==> src/rtl/hex_char_formatter_if.sv <==
// ---------------------------------------------------------------------------
// hex_char_formatter_if
//   Groups the word-in / char-out handshakes of hex_char_formatter.
//   Parameter WIDTH is the data word width (multiple of 4); NIB = WIDTH/4.
//
//   Signals
//     in_valid   producer -> formatter  in_data/in_mask valid
//     in_ready   formatter -> producer  formatter idle, can accept a word
//     in_data    producer -> formatter  word to format (WIDTH bits)
//     in_mask    producer -> formatter  bit i set -> nibble i printed as '0'
//     out_valid  formatter -> sink      out_char valid
//     out_ready  sink -> formatter      sink accepts out_char
//     out_char   formatter -> sink      ASCII character
//     out_last   formatter -> sink      final character of the word
//     busy       formatter -> observer  word in progress (== !in_ready)
//
//   Modports
//     master : the environment side (word producer + character sink)
//     slave  : the formatter side
// ---------------------------------------------------------------------------
interface hex_char_formatter_if #(
    parameter int WIDTH = 16
);
    localparam int NIB = WIDTH / 4;

    logic             in_valid;
    logic             in_ready;
    logic [WIDTH-1:0] in_data;
    logic [NIB-1:0]   in_mask;
    logic             out_valid;
    logic             out_ready;
    logic [7:0]       out_char;
    logic             out_last;
    logic             busy;

    modport master (
        output in_valid, in_data, in_mask, out_ready,
        input  in_ready, out_valid, out_char, out_last, busy
    );

    modport slave (
        input  in_valid, in_data, in_mask, out_ready,
        output in_ready, out_valid, out_char, out_last, busy
    );
endinterface

==> src/rtl/hex_char_formatter.sv <==
// ---------------------------------------------------------------------------
// hex_char_formatter
//   Converts a WIDTH-bit word into a stream of ASCII hex characters, most
//   significant nibble first, one character per out_valid/out_ready
//   handshake. A per-nibble mask forces selected nibbles to print as '0'.
//
//   Parameters
//     WIDTH      data width in bits (multiple of 4, >= 4); NIB = WIDTH/4
//     LOWERCASE  1: digits a-f (0x61-0x66); 0: digits A-F (0x41-0x46)
//
//   Ports
//     clk        clock, all state updates on posedge
//     rst        asynchronous active-high reset
//     bus        hex_char_formatter_if.slave (in_valid/in_ready/in_data/
//                in_mask, out_valid/out_ready/out_char/out_last, busy)
//
//   Build option
//     HEXFMT_NEWLINE_EN  when defined, each word is terminated by an extra
//                        8'h0A character which carries out_last; the last
//                        hex digit then has out_last=0.
// ---------------------------------------------------------------------------
module hex_char_formatter #(
    parameter int WIDTH     = 16,
    parameter bit LOWERCASE = 1'b1
) (
    input  logic                 clk,
    input  logic                 rst,
    hex_char_formatter_if.slave  bus
);
    localparam int NIB   = WIDTH / 4;
    localparam int IDX_W = (NIB > 1) ? $clog2(NIB) : 1;

`ifdef HEXFMT_NEWLINE_EN
    typedef enum logic [1:0] {S_IDLE, S_EMIT, S_NL} state_t;
    localparam bit LAST_ON_DIGIT = 1'b0;
`else
    typedef enum logic [1:0] {S_IDLE, S_EMIT} state_t;
    localparam bit LAST_ON_DIGIT = 1'b1;
`endif

    state_t             state;
    logic [WIDTH-1:0]   word;
    logic [IDX_W-1:0]   idx;
    logic [WIDTH-1:0]   cap_word;

    // ASCII code of one hex digit.
    function automatic logic [7:0] hex_ascii(input logic [3:0] n);
        if (n < 4'd10)
            return 8'h30 + {4'h0, n};
        else
            return (LOWERCASE ? 8'h61 : 8'h41) + {4'h0, n} - 8'd10;
    endfunction

    // One mask bit per nibble widened to cover its four data bits.
    function automatic logic [WIDTH-1:0] expand_mask(input logic [NIB-1:0] m);
        logic [WIDTH-1:0] e;
        e = '0;
        for (int i = 0; i < NIB; i++)
            e[4*i +: 4] = {4{m[i]}};
        return e;
    endfunction

    function automatic logic [3:0] nib_at(input logic [WIDTH-1:0] w,
                                          input logic [IDX_W-1:0] i);
        return w[4*int'(i) +: 4];
    endfunction

    // Masking is applied once at capture so the stored word is already the
    // printable value and the mask input is free to change afterwards.
    assign cap_word = bus.in_data & ~expand_mask(bus.in_mask);

    assign bus.busy = ~bus.in_ready;

    always_ff @(posedge clk or posedge rst) begin
        if (rst) begin
            state         <= S_IDLE;
            word          <= '0;
            idx           <= '0;
            bus.in_ready  <= 1'b1;
            bus.out_valid <= 1'b0;
            bus.out_char  <= 8'h00;
            bus.out_last  <= 1'b0;
        end else begin
            case (state)
                S_IDLE: begin
                    if (bus.in_valid) begin
                        // First character is produced straight from the
                        // captured value, giving one cycle of latency.
                        word          <= cap_word;
                        idx           <= IDX_W'(NIB - 1);
                        state         <= S_EMIT;
                        bus.in_ready  <= 1'b0;
                        bus.out_valid <= 1'b1;
                        bus.out_char  <= hex_ascii(cap_word[WIDTH-1 -: 4]);
                        bus.out_last  <= LAST_ON_DIGIT && (NIB == 1);
                    end
                end

                S_EMIT: begin
                    // out_valid is always 1 here, so out_ready alone marks
                    // the handshake.
                    if (bus.out_ready) begin
                        if (idx != '0) begin
                            idx          <= idx - 1'b1;
                            bus.out_char <= hex_ascii(nib_at(word, idx - 1'b1));
                            bus.out_last <= LAST_ON_DIGIT && (idx == IDX_W'(1));
                        end else begin
`ifdef HEXFMT_NEWLINE_EN
                            state        <= S_NL;
                            bus.out_char <= 8'h0A;
                            bus.out_last <= 1'b1;
`else
                            state         <= S_IDLE;
                            bus.out_valid <= 1'b0;
                            bus.out_last  <= 1'b0;
                            bus.in_ready  <= 1'b1;
`endif
                        end
                    end
                end

`ifdef HEXFMT_NEWLINE_EN
                S_NL: begin
                    if (bus.out_ready) begin
                        state         <= S_IDLE;
                        bus.out_valid <= 1'b0;
                        bus.out_last  <= 1'b0;
                        bus.in_ready  <= 1'b1;
                    end
                end
`endif

                default: begin
                    state         <= S_IDLE;
                    bus.out_valid <= 1'b0;
                    bus.out_last  <= 1'b0;
                    bus.in_ready  <= 1'b1;
                end
            endcase
        end
    end
endmodule

==> src/flat_wrapper.sv <==
// flat-port wrapper written by rule: the top's interface ports become plain ports
module hex_char_formatter_flat 
#(
    parameter int WIDTH     = 16,
    parameter bit LOWERCASE = 1'b1
)
  (clk, rst, bus_in_valid, bus_in_data, bus_in_mask, bus_out_ready, bus_in_ready, bus_out_valid, bus_out_char, bus_out_last, bus_busy);
  hex_char_formatter_if #(.WIDTH(WIDTH)) bus_i ();
  input  logic clk;
  input  logic rst;
  input wire logic [$bits(bus_i.in_valid)-1:0] bus_in_valid;
  input wire logic [$bits(bus_i.in_data)-1:0] bus_in_data;
  input wire logic [$bits(bus_i.in_mask)-1:0] bus_in_mask;
  input wire logic [$bits(bus_i.out_ready)-1:0] bus_out_ready;
  output wire logic [$bits(bus_i.in_ready)-1:0] bus_in_ready;
  output wire logic [$bits(bus_i.out_valid)-1:0] bus_out_valid;
  output wire logic [$bits(bus_i.out_char)-1:0] bus_out_char;
  output wire logic [$bits(bus_i.out_last)-1:0] bus_out_last;
  output wire logic [$bits(bus_i.busy)-1:0] bus_busy;
  assign bus_i.in_valid = bus_in_valid;
  assign bus_i.in_data = bus_in_data;
  assign bus_i.in_mask = bus_in_mask;
  assign bus_i.out_ready = bus_out_ready;
  assign bus_in_ready = bus_i.in_ready;
  assign bus_out_valid = bus_i.out_valid;
  assign bus_out_char = bus_i.out_char;
  assign bus_out_last = bus_i.out_last;
  assign bus_busy = bus_i.busy;
  hex_char_formatter #(.WIDTH(WIDTH), .LOWERCASE(LOWERCASE)) u_core (.clk(clk), .rst(rst), .bus(bus_i));
endmodule
==> config.mk <==
export PLATFORM = sky130hd
export DESIGN_NAME = hex_char_formatter_flat
export DESIGN_NICKNAME = d
export VERILOG_FILES = /design/src/rtl/hex_char_formatter_if.sv /design/src/rtl/hex_char_formatter.sv /design/src/flat_wrapper.sv
export SDC_FILE = /design/constraint.sdc
export NUM_CORES = 1
export LEC_CHECK = 0
export BUFFER_PORTS_ARGS = -buffer_cell sky130_fd_sc_hd__buf_4
export CORE_MARGIN = 2
export CORE_UTILIZATION = 52
export CTS_BUF_LIST = sky130_fd_sc_hd__clkbuf_4 sky130_fd_sc_hd__clkbuf_8 sky130_fd_sc_hd__clkbuf_16
export CTS_CLUSTER_DIAMETER = 120
export DETAILED_ROUTE_END_ITERATION = 8
export PLACE_DENSITY = 0.83
export SETUP_SLACK_MARGIN = 0.05
export SLEW_MARGIN = 15
export SYNTH_ARGS = -nofsm -noshare
export SYNTH_HDL_FRONTEND = slang
export SYNTH_SLANG_ARGS = --single-unit
==> constraint.sdc <==
create_clock -name clk -period 3 [get_ports clk]
set_input_delay 0.6 -clock clk [delete_from_list [all_inputs] [get_ports clk]]
set_output_delay 0.6 -clock clk [all_outputs]
set_load 0.05 [all_outputs]
==> key figures, run 1 <==
Logic synthesis
  • Top cell type's share of synthesized area: 45.4%
  • Largest family of logic cells by synthesized area: simple AND/OR/NAND/NOR gates
  • Top post-synthesis cells by area: dfrtp_1 (45%), nand2b_1 (7.1%), o21ai_0 (6.7%), nand2_1 (4.8%), mux4_1 (3.5%)
  • Post-Syn Nets: 179
  • Post-synthesis mux area share: 7.32%
  • Synth Area per Inst: 9.85 µm²
  • Largest area contributor in the netlist: dfrtp_1
  • Post-synthesis cell type count: 36
  • Post-Synth Adder-Cell Area: 3.36%
  • Post-synthesis xor/xnor area fraction: 2.35%
  • Post-synthesis register bit count: 28
  • Synth Warn #: 0
  • Ys async rst share: 100%
  • Mapped Cells: 151
  • Complex-gate fraction of the synthesized area: 15.6%
  • Post-synth top cells: dfrtp_1 (27), o21ai_0 (20), nand2_1 (19), nand2b_1 (17), inv_1 (10)
  • Post-Synth Simple-Gate Area: 18.8%
  • Number of synthesized flops with an enable pin: 0
  • Cell Area, Synth: 1490 µm²
  • Most frequent cell after synthesis: dfrtp_1
  • Top FF cell, synth: dfrtp_1
  • Seq/Total Area, Yosys: 47.2%

Worst setup path
  • Critical Path Sink Type: flop
  • Critical path fanouts, max: 8
  • Crit Path Class: reg2reg
  • Crit path DAT: 2660 ps
  • Critical path origin: u_core.idx[0]
  • Critical path launch point type: flop
  • R2r startpoint: u_core.idx[0]
  • Required time worst endpoint: 3220 ps

Detailed routing
  • DR vias/cell: 5.45
  • Post-DR wirelength/cell: 14.0 µm
  • Vias: 1166
  • DRC viols: 0
  • Detailed Route WL: 3000 µm
  • Remaining antenna violation count: 0
  • Initial DRC count: 49
  • First-pass iteration count of the detailed router: 4

CTS
  • Clock Latency Late Sink: 330 ps
  • Max clock buf depth: 2
  • CTS tree: built
  • Clock sink total: 28
  • Setup bufs post-CTS: 0
  • CTS buffer count: 3
  • Clock-pin slew on the worst setup and hold paths: 140 ps
  • H-tree levels: 1
  • Post-cts sizing count: 0
  • Hold Buf Count CTS: 0
  • Root buffer cell: clkbuf_4

Placement
  • I/O Buffers: 34
  • Gpl congestion: 0.817
  • HPWL after DPL: 2320 µm
  • Placed cells: 210

Global route
  • Initial antenna violation count: 0
  • Tot GR Track Use: 19.6%
  • Pin count of the biggest net entering global routing: 34
  • Global-route wire length before repair: 4950 µm
  • Remaining Overflow, GRT: 0
  • Vias in the first global route: 1097

Layout
  • Inserted Diodes: 0
  • Multi-input gate area: 711 µm²
  • Filler cell count: 228
  • FF/Latch Area: 702 µm²
  • Share of cells above drive strength 1: 26.2%
  • Layout net count: 212
  • Post-layout instance count excluding filler cells: 214
  • P&R area growth vs syn: 20.2%

Power and ir drop
  • Sw Share: 45.4%
  • Clock power share: 10.1%
  • Pleak: 0.000838 µW
  • P_int: 1000 µW
  • Power density cells: 1020 nW/µm²
  • Reg power frac: 35.3%
  • Comb pwr share: 54.6%
  • Worst-case vdd ir drop: 868 µV
  • Sw Pwr: 832 µW

Timing
  • Max-Slew Margin vs Limit: 33.1%
  • Total Neg Setup Slack: 0 ps
  • Skew final: 5.02 ps
  • Slew Viols, Final: 0
  • Slew @ Worst Pin: 997 ps
  • Final setup violation count: 0
  • Final Critical Period: 2440 ps
  • Final Hold Violating Endpoints: 0
  • RSZ-0062 raised after global routing: no
  • Peak Freq: 409 MHz
  • Fin crit share: 81.5%

Floorplanning
  • Die area: 3300 µm²
  • Ports: 36
  • Die Wd: 57.5 µm
  • Standard-cell rows: 19
  • Starting Density: 54.4%
  • Die height: 57.5 µm
  • Core Area: 2730 µm²

Run
  • Max-Cap Viols: 0

Status
  • Status: finished, final reports clean

Hold path
  • Min-Delay Path Class: in2async
==> flip-flops by register name (all words and copies together), names as in the netlist <==
register             flops
u_core.state             1
u_core.word             16
u_core.bus.out_char      7
u_core.bus.in_ready      1
u_core.idx               2
u_core.bus.out_last      1
==> metal layers <==
metal	global-route usage [%]	vias up	routed length, µm
li1	-	579	-
met1	25.8	548	1330
met5	0	-	0
met2	31.8	32	1450
met4	9.97	0	78
met3	2.72	7	135
==> area by class of cell <==
type	instances	share of cell area, %
flip-flops and latches	28	39.3
clock buffers	4	2.03
inverters	10	2.10
well taps	31	2.17
repair buffers	35	14.7
multi-input cells	106	39.7
==> worst paths after layout <==
path	to	slack, ps	cells past startpoint
worst max-delay path	u_core.bus.out_char[2]	560	6
min in group clk	u_core.bus.out_char[5]	490	1
worst min register to register	u_core.bus.out_char[5]	490	1
worst max register to register	u_core.bus.out_char[2]	560	6
max in group asynchronous	u_core.word[8]	2190	2
worst min-delay path	u_core.bus.out_last	360	2
==> critical path, cell delays in order, from the launching register on <==
cell and delay, ps:
dfrtp_1 570, inv_1 90, ha_1 400, mux4_1 710, and4b_1 270, a211oi_1 230, a211oi_1 80
==> power by group through the flow <==
stage               Clock [µW]  Sequential (µW)  Combinational, µW
floorplan                    0              786                616
global placement             0              642                958
global route               207              665               1090
finish                     185              646               1000
detailed placement           0              654               1000
CTS                        191              646               1010
==> layout by cell type (no fill, tap or decap), types with 2 or more instances in the layout <==
master     n
nor2b_1    3
a31oi_1    2
or2_2      2
xor2_1     2
mux4_2     2
nor2_1     8
clkbuf_4   3
nand2b_1  17
ha_1       4
buf_4     35
inv_1      9
a211oi_1   3
o21ai_0   20
nand2_1   19
a21oi_1    4
dfrtp_1   27
xnor2_1    2
mux4_1     2
==> through the flow <==
step,worst slack [ps],utilization (%),power (µW),hold WS [ps],cell area [µm²]
after floorplan,842,-,1400,442,1490
after global placement,712,64.1,1600,453,1750
after detailed placement,558,64.1,1660,467,1750
after CTS,536,65.4,1840,500,1790
after global routing,431,65.4,1960,408,1790
final,556,65.4,1830,363,1790
==> cells by family (layout without fill, tap and decap cells) <==
kind of cell,Yosys count,in the layout
AO/OA/AOI/OAI,37,37
XOR/XNOR,4,4
adder cells (fa/ha/maj),4,4
buffers and inverters,17,49
flip-flops,28,28
multiplexers,5,5
other,1,1
AND/OR/NAND/NOR,55,55
(Power assumes the default switching activity.)
==> run 2: changes to the inputs <==
clock period = 2.48 ns   (was 3 ns; I/O delays follow)
==> run 2 against run 1 <==
Net effect: die area unchanged; worst hold slack worse by 170 ps; sequential power up 17%; wire length fell by 0.90%; critical path depth did not move; setup slack lost 230 ps; first-iteration DRC count is 2.0% higher; global-route usage grew 0.56 points; fmax grew 14%; combinational power grew 24%; non-clock buffer count increased by 2; largest cell class unchanged; largest power group unchanged; highest routed layer unchanged.
==> key figures, run 2 (synthesized netlist as in run 1, its figures left out) <==
Placement
  • Gpl congestion: 0.849
  • I/O Buffers: 34
  • HPWL after DPL: 2300 µm

Floorplanning
  • Die area: 3300 µm²
  • Starting Density: 54.4%
  • Die height: 57.5 µm
  • Ports: 36
  • Die Wd: 57.5 µm
  • Standard-cell rows: 19
  • Core Area: 2730 µm²

CTS
  • Max clock buf depth: 2
  • Clock sink total: 28
  • Clock-pin slew on the worst setup and hold paths: 160 ps
  • Post-cts sizing count: 0
  • H-tree levels: 1
  • CTS tree: built
  • CTS buffer count: 3
  • Clock Latency Late Sink: 340 ps
  • Setup bufs post-CTS: 0
  • Hold Buf Count CTS: 0
  • Root buffer cell: clkbuf_4

Hold path
  • Min-Delay Path Class: in2async

Detailed routing
  • First-pass iteration count of the detailed router: 4
  • Initial DRC count: 50
  • Detailed Route WL: 2970 µm
  • DR vias/cell: 5.31
  • Post-DR wirelength/cell: 13.8 µm
  • DRC viols: 0
  • Remaining antenna violation count: 0
  • Vias: 1148

Timing
  • Slew Viols, Final: 0
  • Skew final: 14.3 ps
  • Total Neg Setup Slack: 0 ps
  • Peak Freq: 465 MHz
  • Final Hold Violating Endpoints: 0
  • RSZ-0062 raised after global routing: no
  • Final setup violation count: 0
  • Fin crit share: 86.8%
  • Final Critical Period: 2150 ps

Global route
  • Tot GR Track Use: 20.2%
  • Global-route wire length before repair: 5090 µm
  • Pin count of the biggest net entering global routing: 33
  • Remaining Overflow, GRT: 0
  • Initial antenna violation count: 0
  • Vias in the first global route: 1116

Worst setup path
  • Crit Path Class: reg2reg
  • Flop2flop setup slack: 330 ps
  • Cells along the critical path: inv_1 -> ha_1 -> mux4_1 -> and4b_1 -> a211oi_1 -> a211oi_1
  • Crit path DAT: 2380 ps
  • Required time worst endpoint: 2710 ps
  • Critical path fanouts, max: 7
  • CP most frequent cell: a211oi_1
  • Max incr delay on CP: 710 ps
  • Worst reg2reg path depth: 6
  • CP Depth: 6
  • Crit path buffers/inverters: 1
  • Critical Path Sink Type: flop
  • Critical path launch point type: flop
  • R2r startpoint: u_core.idx[1]
  • Critical Path Slowest Stage Cell: mux4_1
  • Critical path origin: u_core.idx[1]
  • Capturing point of the worst reg2reg path: u_core.bus.out_char[2]
  • Delay-heaviest family, CP: multiplexers
  • Worst setup path endpoint: u_core.bus.out_char[2]

Power and ir drop
  • Worst-case vdd ir drop: 921 µV
  • Pleak: 0.000851 µW
  • Power density cells: 1230 nW/µm²

Run
  • Max-Cap Viols: 0

Layout
  • Biggest regs: u_core.word (16), u_core.bus.out_char (7), u_core.idx (2)
  • Filler cell count: 231
  • P&R area growth vs syn: 21.2%
  • Biggest register: u_core.word
  • Share of cells above drive strength 1: 27.0%
  • Finished Core Util: 65.9%
  • Commonest non-fill, non-tap cells in the layout: buf_4 (37), dfrtp_1 (27), o21ai_0 (20), nand2_1 (19), nand2b_1 (17)
  • Most common cell after layout, fill and taps aside: buf_4
  • Layout net count: 214
  • Number of flip-flops in the largest register: 16
  • Inserted Diodes: 0

Status
  • Status: finished, final reports clean
-- run 2: tightest hold or removal path, delay by kind of cell --
| family | cells | cell delay [ps] |
|---|---|---|
| buf+inv | 3 | 470 |
-- run 2: power by group --
| group | switching, µW | internal (µW) | total (µW) |
|---|---|---|---|
| logic | 742 | 495 | 1240 |
| registers | 120 | 636 | 756 |
| clock network | 137 | 90.1 | 227 |
| total | 999 | 1220 | 2220 |
-- run 2: worst min-delay path by stage --
stage | from | endpoint | cells after the start
floorplan | u_core.word[7] | u_core.word[7] | 2
global placement | u_core.bus.out_char[5] | u_core.bus.out_char[5] | 1
detailed placement | u_core.bus.out_char[5] | u_core.bus.out_char[5] | 1
CTS | rst | u_core.bus.out_char[0] | 3
global route | rst | u_core.bus.out_char[1] | 3
finish | rst | u_core.bus.out_char[1] | 3
-- run 2: area by class of cell --
class | count | area (µm²) | area share, %
well taps | 31 | 38.8 | 2.15
multi-input cells | 106 | 711 | 39.4
repair buffers | 37 | 278 | 15.4
clock buffers | 4 | 36.3 | 2.01
flip-flops and latches | 28 | 702 | 38.9
inverters | 10 | 37.5 | 2.08
-- run 2: metal layers --
metal / vias up / routed length [µm] / GRT usage, %
li1: 582 / - / -
met1: 523 / 1270 / 25.9
met2: 36 / 1520 / 34.3
met3: 7 / 112 / 2.27
met4: 0 / 72 / 9.30
met5: - / 0 / 0
-- run 2: per-stage QoR --
stage	instance area, µm²	hold slack [ps]	std cells	power, µW	setup slack, ps
after global routing	1800	216	216	2390	179
after CTS	1800	205	216	2240	314
after global placement	1770	453	212	1950	414
after floorplan	1490	442	151	1700	322
final	1800	193	216	2220	327
after detailed placement	1770	458	212	2010	323
